`config.mk`:
```
export PLATFORM = sky130hd
export DESIGN_NAME = prog_loader
export DESIGN_NICKNAME = d
export VERILOG_FILES = /design/src/rtl/prog_loader.sv
export SDC_FILE = /design/constraint.sdc
export NUM_CORES = 1
export LEC_CHECK = 0
export BUFFER_PORTS_ARGS = -buffer_cell sky130_fd_sc_hd__buf_4
export CORE_ASPECT_RATIO = 1.4
export CORE_MARGIN = 3
export CORE_UTILIZATION = 40
export DETAILED_ROUTE_END_ITERATION = 12
export GPL_TIMING_DRIVEN = 0
export HOLD_SLACK_MARGIN = 0.08
export SYNTH_ARGS = -nofsm -noshare
export SYNTH_HDL_FRONTEND = slang
export SYNTH_SLANG_ARGS = --single-unit
```
`constraint.sdc`:
```
create_clock -name clk -period 2.9 [get_ports clk]
set_input_delay 0.145 -clock clk [delete_from_list [all_inputs] [get_ports clk]]
set_output_delay 0.145 -clock clk [all_outputs]
set_load 0.02 [all_outputs]
```
`src/rtl/prog_loader.sv`:
```
// prog_loader: length-prefixed byte-stream loader that writes 16-bit words into RAM.
// Define PROG_LOADER_CSUM_EN to add a trailing XOR checksum byte.
module prog_loader #(
  parameter int ADDR_W    = 12,
  parameter int BASE_ADDR = 0,
  parameter int MAX_WORDS = 256
) (
  input  logic        clk,
  input  logic        rst_n,
  input  logic        start,
  input  logic        byte_valid,
  input  logic [7:0]  byte_data,
  output logic        byte_ready,
  output logic [15:0] bus_out,
  output logic        bus_drive,
  output logic        mar_load,
  output logic        ram_load,
  output logic        cpu_hold,
  output logic        done,
  output logic        err
);

  typedef enum logic [3:0] {
    IDLE,
    LEN_HI,
    LEN_LO,
    DATA_HI,
    DATA_LO,
    SET_ADDR,
    WRITE,
`ifdef PROG_LOADER_CSUM_EN
    CSUM,
`endif
    FIN
  } state_t;

`ifdef PROG_LOADER_CSUM_EN
  localparam state_t TAIL = CSUM;
`else
  localparam state_t TAIL = FIN;
`endif

  localparam logic [16:0] MAX_N = 17'(MAX_WORDS);

  state_t            state;
  state_t            nxt;
  logic [15:0]       len;
  logic [15:0]       idx;
  logic [15:0]       word;
  logic [15:0]       len_in;
  logic [15:0]       idx_inc;
  logic [ADDR_W-1:0] addr;
  logic              xfer;
  logic              too_long;
  logic              nx_ready;
  logic              nx_drive;
  logic              nx_mar;
  logic              nx_ram;
  logic [15:0]       nx_bus;
`ifdef PROG_LOADER_CSUM_EN
  logic [7:0]        csum;
`endif

  assign xfer     = byte_valid && byte_ready;
  assign len_in   = {len[15:8], byte_data};
  assign too_long = {1'b0, len_in} > MAX_N;
  assign idx_inc  = idx + 16'd1;
  // Address wraps naturally at the ADDR_W boundary
  assign addr     = ADDR_W'(BASE_ADDR) + idx[ADDR_W-1:0];

  always_comb begin
    nxt = state;
    unique case (state)
      IDLE:     if (start) nxt = LEN_HI;
      LEN_HI:   if (xfer) nxt = LEN_LO;
      LEN_LO: begin
        if (xfer) begin
          if (len_in == '0)  nxt = TAIL;
          else if (too_long) nxt = FIN;
          else               nxt = DATA_HI;
        end
      end
      DATA_HI:  if (xfer) nxt = DATA_LO;
      DATA_LO:  if (xfer) nxt = SET_ADDR;
      SET_ADDR: nxt = WRITE;
      WRITE:    nxt = (idx_inc == len) ? TAIL : DATA_HI;
`ifdef PROG_LOADER_CSUM_EN
      CSUM:     if (xfer) nxt = FIN;
`endif
      FIN:      nxt = IDLE;
      default:  nxt = IDLE;
    endcase
  end

  // Outputs are decoded from the next state and registered
  always_comb begin
    nx_ready = 1'b0;
    nx_drive = 1'b0;
    nx_mar   = 1'b0;
    nx_ram   = 1'b0;
    nx_bus   = '0;
    unique case (1'b1)
      nxt == LEN_HI,
      nxt == LEN_LO,
`ifdef PROG_LOADER_CSUM_EN
      nxt == CSUM,
`endif
      nxt == DATA_HI,
      nxt == DATA_LO: nx_ready = 1'b1;
      nxt == SET_ADDR: begin
        nx_drive = 1'b1;
        nx_mar   = 1'b1;
        nx_bus   = 16'(addr);
      end
      nxt == WRITE: begin
        nx_drive = 1'b1;
        nx_ram   = 1'b1;
        nx_bus   = word;
      end
      default: ;
    endcase
  end

  always_ff @(posedge clk or negedge rst_n) begin
    if (!rst_n) begin
      state      <= IDLE;
      len        <= '0;
      idx        <= '0;
      word       <= '0;
      err        <= 1'b0;
      byte_ready <= 1'b0;
      bus_out    <= '0;
      bus_drive  <= 1'b0;
      mar_load   <= 1'b0;
      ram_load   <= 1'b0;
      cpu_hold   <= 1'b0;
      done       <= 1'b0;
`ifdef PROG_LOADER_CSUM_EN
      csum       <= '0;
`endif
    end else begin
      state      <= nxt;
      byte_ready <= nx_ready;
      bus_out    <= nx_bus;
      bus_drive  <= nx_drive;
      mar_load   <= nx_mar;
      ram_load   <= nx_ram;
      cpu_hold   <= nxt != IDLE;
      done       <= nxt == FIN;
      unique case (state)
        IDLE: begin
          if (start) begin
            err <= 1'b0;
            idx <= '0;
`ifdef PROG_LOADER_CSUM_EN
            csum <= '0;
`endif
          end
        end
        LEN_HI: if (xfer) len[15:8] <= byte_data;
        LEN_LO: begin
          if (xfer) begin
            len[7:0] <= byte_data;
            if (too_long) err <= 1'b1;
          end
        end
        DATA_HI: begin
          if (xfer) begin
            word[15:8] <= byte_data;
`ifdef PROG_LOADER_CSUM_EN
            csum <= csum ^ byte_data;
`endif
          end
        end
        DATA_LO: begin
          if (xfer) begin
            word[7:0] <= byte_data;
`ifdef PROG_LOADER_CSUM_EN
            csum <= csum ^ byte_data;
`endif
          end
        end
        WRITE: idx <= idx_inc;
`ifdef PROG_LOADER_CSUM_EN
        CSUM: if (xfer && byte_data != csum) err <= 1'b1;
`endif
        default: ;
      endcase
    end
  end

endmodule

```
Word-level counts from Yosys, hierarchy flattened
Index checks and enable logic that the tools add are counted.
Cells by class
  add/subtract/negate cells: 1
  order comparisons: 1
  equality and inequality tests: 17
  multiplexer cells: 20
  reduce and logical (&&, ||, !) cells: 14
Operators by type and width (count)
  $pmux 16 s2: 2
  $eq 4x3->1 const B: 7
  $pmux 4 s7: 1
  $mux 4: 5
  $add 16x1->16 const B: 1
  $eq 16x16->1: 1
  $eq 4x2->1 const B: 4
  $gt 16x9->1 const B: 1
  $logic_not 16->1: 1
  $mux 16: 1
  $reduce_and 2->1: 5
  $mux 3: 3
  $eq 4x1->1 const B: 2
  $mux 1: 7
  $ne 2x2->1 const B: 3
  $logic_not 4->1: 1
  $reduce_and 4->1: 1
  $reduce_bool 2->1: 2
  $reduce_bool 4->1: 1
  $reduce_or 4->1: 1
  $pmux 1 s2: 1
  $reduce_or 2->1: 1
  $logic_and 1x1->1: 1
Word-level totals
  flip-flop bits (word level): 75
  bits of input ports: 12
  output and inout bits: 23

Logic depth before layout (Yosys ltp)
Gate-level depths: netlist of the first run.
  depth in word-level cells: 8
  mapped depth: 9

Least setup slack after synthesis of the first run
Ideal clock, no wire load.
  path kind: reg2reg
  start point: register idx[0]
  end point: register byte_ready
  library setup time: 0.128 ns
  data arrival time: 1.916 ns
  slack: 0.855 ns
  stages on the path, launching flop included: 9
  clock period less this slack: 2.045 ns
  path through: dfrtp_1 ha_1 and3_1 and4_1 xnor2_1 nand4_1 nor3_1 a21oi_2 xor2_1
Between the ends
  longest elaborated chain between the ends: 7
  elaborated cells between the ends (all ways): 10
  classes of those cells: 1 x add/sub; 5 x eq/ne; 3 x mux; 1 x reduce/logical
Ends and longest elaborated chain
  from (decl): line 48  | logic [15:0] idx;
  from (signal assigned): line 183  | WRITE: idx <= idx_inc;
  $add 16x1->16 *: line 67  | assign idx_inc = idx + 16'd1;
  $eq 16x16->1 *: line 86  | WRITE: nxt = (idx_inc == len) ? TAIL : DATA_HI;
  $mux 3 *: line 86
  $pmux 4 s7 *: line 73  | unique case (state)
  $eq 4x1->1, or another cell as far along: line 103  | nxt == LEN_HI,
  $reduce_or 4->1 *: line 102  | unique case (1'b1)
  $mux 1 *: line 102
  net nx_ready: line 55  | logic nx_ready;
  to (signal assigned): line 143  | byte_ready <= nx_ready;
  to (decl): line 13  | output logic byte_ready,
Mark *: on every way through the listed nets, which the timed path passes. The rest lies on a longest branch.
A chain may end at the register's enable or synchronous reset.

Final worst setup path of the first run
Ends and elaborated chain as after synthesis.

==> results of run 1 <==
metal layers:
layer | share of wire [%] | GRT usage, %
met5 | 0 | 0
met4 | 3.7 | 8.967
met1 | 42 | 21.94
met2 | 50 | 28.67
met3 | 4.0 | 4.603
cell usage after synthesis (all sizes together) (2+ instances only):
master,n,area (um^2)
a31oi,2,12.51
o31ai,3,22.52
a211oi,2,15.01
clkbuf,9,33.78
nor4,7,73.82
a22o,14,122.6
a21oi,7,38.79
nand2,28,105.1
xnor2,18,157.7
and2,6,37.54
buf,10,60.06
nand3,5,37.54
xor2,12,105.1
nor3,7,56.31
inv,4,15.01
and4,3,26.28
dfrtp,75,1877
and3,5,31.28
nor2,22,82.58
nor3b,2,20.02
o21ai,28,140.1
mux2,32,360.3
nand4,6,67.56
metrics by stage:
stage	power, mW	worst slack, ps	area, um^2	std cells
final	2.837	454.7	4323	476
after global routing	2.970	205.0	4323	476
after global placement	1.630	509.0	3986	459
after floorplan	1.513	855.4	3600	320
after CTS	2.863	465.0	4323	476
after detailed placement	1.640	485.7	3986	459
area by class of cell:
type / count / area (um^2)
flip-flops and latches: 75 / 1877
well taps: 105 / 131.4
clock buffers: 9 / 225.2
fillers: 785 / 4335
multi-input cells: 222 / 1614
clock inverters: 7 / 101.3
plain buffers: 19 / 93.84
inverters: 4 / 15.01
repair buffers: 35 / 265.3
state kept, by name (all words and copies together), names as in the netlist:
signal / flops
bus_drive: 1
bus_out: 16
byte_ready: 1
cpu_hold: 1
done: 1
err: 1
idx: 16
len: 16
mar_load: 1
ram_load: 1
state: 4
word: 16
layout by cell type (no fill, tap or decap), types with 3 or more instances in the layout:
master	synthesis	layout
and4_1	3	3
dfrtp_1	75	75
buf_2	6	6
o31ai_1	3	3
xnor2_1	18	18
nor2_1	22	22
nor3_1	4	4
a22o_1	14	14
inv_1	3	3
and3_1	5	5
nand3_1	4	4
a21oi_1	6	6
nand4_1	4	4
clkbuf_16	0	9
buf_4	4	38
o21ai_1	11	11
nor4_1	5	5
mux2_2	30	30
and2_1	6	6
xor2_1	12	12
nand2_1	28	28
o21ai_0	17	17
clkbuf_1	9	9
logic make-up (layout without fill, tap and decap cells):
| logic type | Yosys count | count (layout) | share of synthesized area (%) |
|---|---|---|---|
| AOI/OAI and AO/OA | 62 | 62 | 11.12 |
| xor gates and xnor gates | 30 | 30 | 7.299 |
| adders and majority gates | 1 | 1 | 0.3475 |
| buffers and inverters | 23 | 74 | 3.024 |
| DFF | 75 | 75 | 52.14 |
| muxes | 32 | 32 | 10.01 |
| other | 1 | 1 | 0.1042 |
| and+or+nand+nor | 96 | 96 | 15.95 |
power by group through the flow:
stage                     clock network [mW]  logic (mW)  registers, mW
after floorplan                            0       0.283           1.23
after global placement                     0       0.388           1.24
after detailed placement                   0       0.393           1.25
after CTS                               1.24       0.396           1.23
after global routing                    1.29       0.436           1.24
final                                   1.21       0.392           1.23
repair_timing:
item,4_1_cts,5_1_grt
endpoints found under the setup margin,0,0
endpoints found under the hold margin,75,0
hold buffers,1,0
final timing paths:
kind,start,end,slack (ps),cells past startpoint
worst max-delay path,idx[0],byte_ready,450,8
worst max register to register,idx[0],byte_ready,450,8
max in group asynchronous,rst_n,len[15],1820,2
min in group asynchronous,rst_n,bus_out[4],490,2
worst min-delay path,byte_data[0],word[8],90,2
worst min register to register,word[12],bus_out[12],480,1
==> results.json, run 1 <==
{
  "worst-path-max-fanout": 7,
  "std_cell_rows": 40,
  "p_int_mw": 2.100,
  "grt_use_total_pct": 17.86,
  "grt_remaining_overflow": 0,
  "rsz0062_at_grt": "no",
  "grt_antenna_before_repair": 0,
  "synthToLayoutAreaGrowth_pct": 20.09,
  "cts_resized": 0,
  "synthCells": 320,
  "hold_slack_ps": 89.73,
  "cts_root_buf": "clkbuf_16",
  "grt_max_degree": 76,
  "syn_nets": 333,
  "cts_tree": "yes",
  "worstSetupStartpointType": "register",
  "timing.final.hold_violations": 0,
  "clkTransAtPathRegs_ps": 60,
  "cts.sinks": 75,
  "holdCritPathClass": "primary input to register",
  "die_h_um": 118.2,
  "cp-end-kind": "register",
  "synth_area_per_cell_um2": 11.25,
  "p_sw_share_pct": 25.97,
  "syn_area_um2": 3600,
  "grt_pass1_wl_um": 13780,
  "yosys.cell_types.count": 47,
  "synth_seq_cells": 75,
  "clockBufferDepth": 2,
  "async_flop_share_pct": 100.0,
  "cp_slowest_cell": "dfrtp_1",
  "antennaDiodeCount": 0,
  "p_comb_share_pct": 13.8,
  "synthFlopType": "dfrtp_1",
  "place_hpwl_um": 5940,
  "grt_pass1_vias": 2608,
  "die_area_um2": 10190,
  "skew_ps": 5.626,
  "status": "completed",
  "ys.warnings.count": 0,
  "worst-path-buf-inv": 0,
  "postRouteWirelength_um": 8437,
  "drc_errors": 0,
  "critPathArrivalTime_ps": 2660,
  "fin_crit_ps": 2445,
  "final_util_pct": 49.93,
  "p_clk_share_pct": 42.8,
  "htree_levels": 3,
  "ant_nets": 0,
  "p_leak_nw": 2.076,
  "drtIter0Drc": 185,
  "slew_headroom_pct": 39.04,
  "post-route-period-util_pct": 84.32,
  "die_x_um": 86.18,
  "route.vias.total": 2604,
  "final_nets": 379,
  "pin_count": 35,
  "setup_viol": 0,
  "ir_drop_uv": 440.0,
  "sequentialPowerShare_pct": 43.4,
  "cts_setup_buffers": 0,
  "cpPeakStageDelay_ps": 490,
  "max_freq_mhz": 408.9,
  "power_density_nw_per_um2": 656.2,
  "drv_cap": 0,
  "coreArea_um2": 8658,
  "critical_path_class": "register to register",
  "crit_family": "simple AND/OR/NAND/NOR gates",
  "drive_gt1_share_pct": 27.49,
  "worstPathCellList": "ha_1 > and3_1 > and4_1 > xnor2_1 > nand4_1 > nor3_1 > a21oi_2 > xor2_1",
  "cp.required_ps": 3120,
  "io_buffers": 34,
  "final_max_slew_viol_count": 0,
  "p_sw_mw": 0.7366,
  "drt_pass1_iterations": 5,
  "synth_edf_count": 0,
  "viasPerCell": 5.471,
  "worst_skew_pair.late_latency_ps": 340,
  "cts_made_buffers": 9,
  "gp_congestion": 0.8704,
  "start_util_pct": 41.58,
  "avgRoutedWirePerCell_um": 17.72,
  "yosysSeqAreaShare_pct": 52.14,
  "worstMarginPinSlew_ps": 914.5,
  "setup_tns_ps": 0
}
(Power assumes the default switching activity.)
==> inputs of run 2 (changes only) <==
- ABC_AREA: unset -> 1
- clock period: 2.9 -> 2.3 ns (I/O delays scaled with it)
==> results.json, run 2 <==
{
  "grt_antenna_before_repair": 0,
  "postRouteWirelength_um": 8995,
  "critical_path_class": "register to register",
  "cts.sinks": 75,
  "grt_remaining_overflow": 0,
  "critPathArrivalTime_ps": 2250,
  "worstPathCellList": "inv_1 > nand2_1 > nor2_4 > inv_1 > nand2_2 > clkbuf_1 > o22ai_1",
  "worst-path-max-fanout": 10,
  "ir_drop_uv": 495.6,
  "die_area_um2": 10170,
  "antennaDiodeCount": 0,
  "htree_levels": 3,
  "reg2reg_slack_ps": 220,
  "worstSetupStartpointType": "register",
  "reg2reg_depth": 7,
  "crit_path_frequent_cell": "inv_1",
  "synthToLayoutAreaGrowth_pct": 21.49,
  "syn_nets": 449,
  "timing.final.hold_violations": 0,
  "yosysMostFrequentCell": "nand2_1",
  "final_common_cell": "nand2_1",
  "dpl_cell_area_um2": 3979,
  "whs_path_depth": 3,
  "coreArea_um2": 8658,
  "drive_gt1_share_pct": 16.46,
  "synth_top_area_share_pct": 52.25,
  "route.vias.total": 3111,
  "design_area_um2": 4364,
  "drc_errors": 0,
  "holdPathEnd": "err",
  "synth_common_cells": "nand2_1, dfrtp_1, inv_1, o21ai_0, nand3_1",
  "status": "completed",
  "multiInputGateArea_um2": 1471,
  "layout_common_cells": "nand2_1, dfrtp_1, inv_1, o21ai_0, buf_4",
  "setup_viol": 0,
  "synth_area_per_cell_um2": 8.239,
  "viasPerCell": 5.211,
  "clockBufferDepth": 2,
  "grt_pass1_vias": 2997,
  "worstMarginPinSlew_ps": 929.9,
  "cts_root_buf": "clkbuf_16",
  "ant_nets": 0,
  "syn_area_um2": 3592,
  "synthTopCellsByArea": "dfrtp_1, nand2_1, o21ai_0",
  "drtIter0Drc": 174,
  "cp-end-kind": "register",
  "cts_setup_buffers": 0,
  "synth_seq_cells": 75,
  "max_freq_mhz": 480.6,
  "place_hpwl_um": 6522,
  "final_nets": 502,
  "post-route-period-util_pct": 90.46,
  "cp.required_ps": 2470,
  "ys.warnings.count": 0,
  "timing.rr.end": "idx[12]",
  "cp_slowest_cell": "clkbuf_1",
  "async_flop_share_pct": 100.0,
  "hp-start": "start",
  "clkTransAtPathRegs_ps": 60,
  "rsz0062_at_grt": "no",
  "slew_headroom_pct": 38.01,
  "grt_max_degree": 76,
  "avgRoutedWirePerCell_um": 15.07,
  "drt_pass1_iterations": 5,
  "synthCells": 436,
  "seq_area_um2": 1877,
  "skew_ps": 5.308,
  "drv_cap": 0,
  "fin_crit_ps": 2081,
  "cts_resized": 0,
  "io_buffers": 34,
  "die_h_um": 118.1,
  "power_density_nw_per_um2": 811.9,
  "holdCritPathClass": "primary input to register",
  "start_util_pct": 41.49,
  "cts_tree": "yes",
  "yosys.cell_types.count": 33,
  "yosysSeqAreaShare_pct": 52.25,
  "pin_count": 35,
  "die_x_um": 86.09,
  "grt_pass1_wl_um": 14480,
  "p_leak_nw": 2.105,
  "crit_path_start": "state[0]",
  "cts_made_buffers": 9,
  "grt_use_total_pct": 18.50,
  "cpPeakStageDelay_ps": 490,
  "worst_skew_pair.late_latency_ps": 330,
  "final_max_slew_viol_count": 0,
  "gp_congestion": 0.8255,
  "setup_tns_ps": 0,
  "timing.rr.start": "state[0]",
  "synth_edf_count": 0,
  "synthFlopType": "dfrtp_1",
  "yosys.area.top_type": "dfrtp_1",
  "std_cell_rows": 40,
  "num-fill-cells": 832
}
run 2: per-layer routing:
layer  routed length, um  vias to the layer above  global-route usage, %
met5                   0                        -                      0
met4                 420                        0                  10.99
met3                 321                       26                  3.291
met2                4656                       82                  31.95
met1                3597                     1486                  20.72
li1                    -                     1517                      -
run 2: power breakdown:
group / total, mW / internal [mW] / leakage (nW) / switching [mW]
Clock: 1.46 / 0.935 / 0.143 / 0.525
Sequential: 1.57 / 1.47 / 1.02 / 0.105
Combinational: 0.513 / 0.198 / 0.944 / 0.315
run 2: cell families (layout without fill, tap and decap cells):
kind of cell    after synthesis  after routing  synth area share, %
compound gates               71             71                10.62
xor+xnor                      3              3                1.115
fa+ha+maj                     1              1               0.3483
buf+inv                      65            121                6.792
flops                        75             75                52.25
other cells                   1              1               0.1044
simple gates                220            220                28.77
run 2: worst max-delay path by stage:
| stage | to | slack, ps | cells past startpoint |
|---|---|---|---|
| global route | idx[15] | 80 | 7 |
| finish | idx[12] | 220 | 7 |
| CTS | idx[12] | 240 | 7 |
| floorplan | byte_ready | 610 | 16 |
| global placement | idx[12] | 270 | 7 |
| detailed placement | idx[12] | 260 | 7 |
run 2: area by class of cell:
class	count	area share [%]
Timing Repair Buffer	42	7.683
Multi-Input combinational cell	296	33.72
Clock buffer	9	5.161
Sequential cell	75	43.00
Tap cell	105	3.010
Clock inverter	5	1.835
Buffer	9	0.7741
Inverter	56	4.817
run 2: timing repair:
item                                    in CTS  in global routing
hold buffers                                 8                  0
endpoints found under the hold margin       82                  0
endpoints found under the setup margin       0                  0
run 2: worst max-delay path, delay by kind of cell, from the launching register on:
family          cells  cell delay (ps)
compound gates      1              170
flops               1              400
simple gates        3              650
buf+inv             3              700
run 2: per-stage QoR:
step | worst slack, ps | power [mW] | utilization (%) | instances | hold slack (ps)
after floorplan | 609.7 | 1.910 | - | 436 | -180.6
after global placement | 265.2 | 2.081 | 45.95 | 575 | 322.2
after detailed placement | 264.9 | 2.089 | 45.95 | 575 | 327.7
after CTS | 243.3 | 3.569 | 50.40 | 597 | 191.1
after global routing | 77.85 | 3.715 | 50.40 | 597 | 209.1
final | 219.5 | 3.543 | 50.40 | 597 | 194.0
==> inputs of run 3 (changes only) <==
- PLACE_DENSITY_LB_ADDON: unset -> 0.3
==> results.json, run 3 (synthesis gave the netlist of run 2 again) <==
{
  "fin_crit_ps": 2072,
  "drc_errors": 0,
  "final_util_pct": 50.66,
  "p_leak_nw": 2.118,
  "final_common_cell": "nand2_1",
  "start_util_pct": 41.49,
  "critPathArrivalTime_ps": 2250,
  "drtIter0Drc": 225,
  "io_buffers": 34,
  "worst_skew_pair.late_latency_ps": 340,
  "gp_congestion": 0.8429,
  "ir_drop_uv": 502.0,
  "drt_pass1_iterations": 5,
  "avgRoutedWirePerCell_um": 14.91,
  "route.vias.total": 3075,
  "setup_tns_ps": 0,
  "status": "completed",
  "final_cells": 599,
  "worstMarginPinSlew_ps": 937.7,
  "cp-end-kind": "register",
  "p_clk_share_pct": 42.4,
  "power_density_nw_per_um2": 822.3,
  "worst-path-max-fanout": 10,
  "clockBufferDepth": 2,
  "p_sw_share_pct": 26.57,
  "cts_tree": "yes",
  "layout_common_cells": "nand2_1, dfrtp_1, inv_1, o21ai_0, buf_4",
  "grt_use_total_pct": 18.75,
  "std_cell_rows": 40,
  "place_hpwl_um": 6469,
  "drive_gt1_share_pct": 16.60,
  "critical_path_class": "register to register",
  "num-fill-cells": 816,
  "slew_headroom_pct": 37.49,
  "grt_pass1_wl_um": 14710,
  "timing.final.hold_violations": 0,
  "drv_cap": 0,
  "grt_antenna_before_repair": 0,
  "coreArea_um2": 8658,
  "cts.sinks": 75,
  "grt_pass1_vias": 2978,
  "antennaDiodeCount": 0,
  "cp_slowest_cell": "clkbuf_1",
  "skew_ps": 4.486,
  "synthToLayoutAreaGrowth_pct": 22.12,
  "p_int_mw": 2.649,
  "rsz0062_at_grt": "no",
  "grt_remaining_overflow": 0,
  "worstSetupStartpointType": "register",
  "holdCritPathClass": "primary input to register",
  "die_area_um2": 10170,
  "setup_viol": 0,
  "sequentialPowerShare_pct": 43.7,
  "crit_path_frequent_cell": "inv_1",
  "cts_root_buf": "clkbuf_16",
  "dp_cells": 575,
  "htree_levels": 3,
  "cts_setup_buffers": 0,
  "grt_max_degree": 76,
  "ant_nets": 0,
  "worst-path-buf-inv": 3,
  "clkTransAtPathRegs_ps": 60,
  "post-route-period-util_pct": 90.10,
  "die_h_um": 118.1,
  "cpPeakStageDelay_ps": 510,
  "crit_family": "buffers and inverters",
  "final_max_slew_viol_count": 0,
  "die_x_um": 86.09,
  "postRouteWirelength_um": 8932,
  "worstPathCellList": "inv_1 > nand2_1 > nor2_4 > inv_1 > nand2_2 > clkbuf_1 > o22ai_1",
  "pin_count": 35,
  "setup_slack_ps": 227.6,
  "cts_made_buffers": 9,
  "max_freq_mhz": 482.5,
  "pre_cts_slack_ps": 276.3,
  "viasPerCell": 5.134,
  "cp.required_ps": 2480,
  "p_comb_share_pct": 13.9,
  "p_sw_mw": 0.9586,
  "final_nets": 502
}
[run 3: cell count changes in the layout (fill, tap and decap cells not counted)]
cell / delta
clkinv_4: +1
clkbuf_8: +1
clkinv_2: -1
clkbuf_1: +1
clkinvlp_4: -1
inv_6: +1
[run 3: cell type report]
class                           count  area, um^2  share of cell area [%]
Clock inverter                      5       85.08                   1.940
Sequential cell                    75        1877                   42.78
Inverter                           56       210.2                   4.792
Clock buffer                       11       242.7                   5.533
Timing Repair Buffer               42       335.3                   7.644
Tap cell                          105       131.4                   2.995
Buffer                              9       33.78                  0.7701
Multi-Input combinational cell    296        1471                   33.54
[run 3: worst paths after layout]
| path | startpoint | endpoint | slack [ps] | cells past startpoint |
|---|---|---|---|---|
| worst max-delay path | state[0] | idx[7] | 230 | 7 |
| worst min-delay path | byte_data[2] | len[2] | 160 | 3 |
| worst max register to register | state[0] | idx[7] | 230 | 7 |
| worst min register to register | word[14] | word[14] | 490 | 2 |
| max in group asynchronous | rst_n | idx[5] | 1220 | 2 |
| min in group asynchronous | rst_n | word[2] | 470 | 2 |
[run 3: power groups by stage]
stage,Sequential (mW),Combinational [mW],Clock (mW)
after CTS,1.57,0.506,1.55
after global placement,1.59,0.478,0
after detailed placement,1.60,0.491,0
after floorplan,1.58,0.334,0
final,1.58,0.500,1.53
after global routing,1.59,0.560,1.63
[run 3: layer usage]
metal | track usage (%) | routed length [um]
met1 | 23.55 | 3654
met2 | 31.42 | 4694
met3 | 3.711 | 409
met4 | 7.030 | 173
met5 | 0 | 0
[run 3: worst min-delay path, delay by kind of cell]
family	cells	cell delay, ps
AO/OA/AOI/OAI	1	180
buffers and inverters	2	160
[run 3: what timing repair did]
item                                    4_1_cts  5_1_grt
resized for setup                             0        0
endpoints found under the hold margin        82        0
hold buffers                                  8        0
endpoints found under the setup margin        0        0
[run 3: stage by stage]
step	cell area [um^2]	power [mW]	hold WS [ps]
after CTS	4387	3.634	165.4
after global routing	4387	3.777	195.7
after floorplan	3592	1.910	-180.6
after detailed placement	3979	2.086	323.6
final	4387	3.607	159.7
after global placement	3979	2.066	314.7
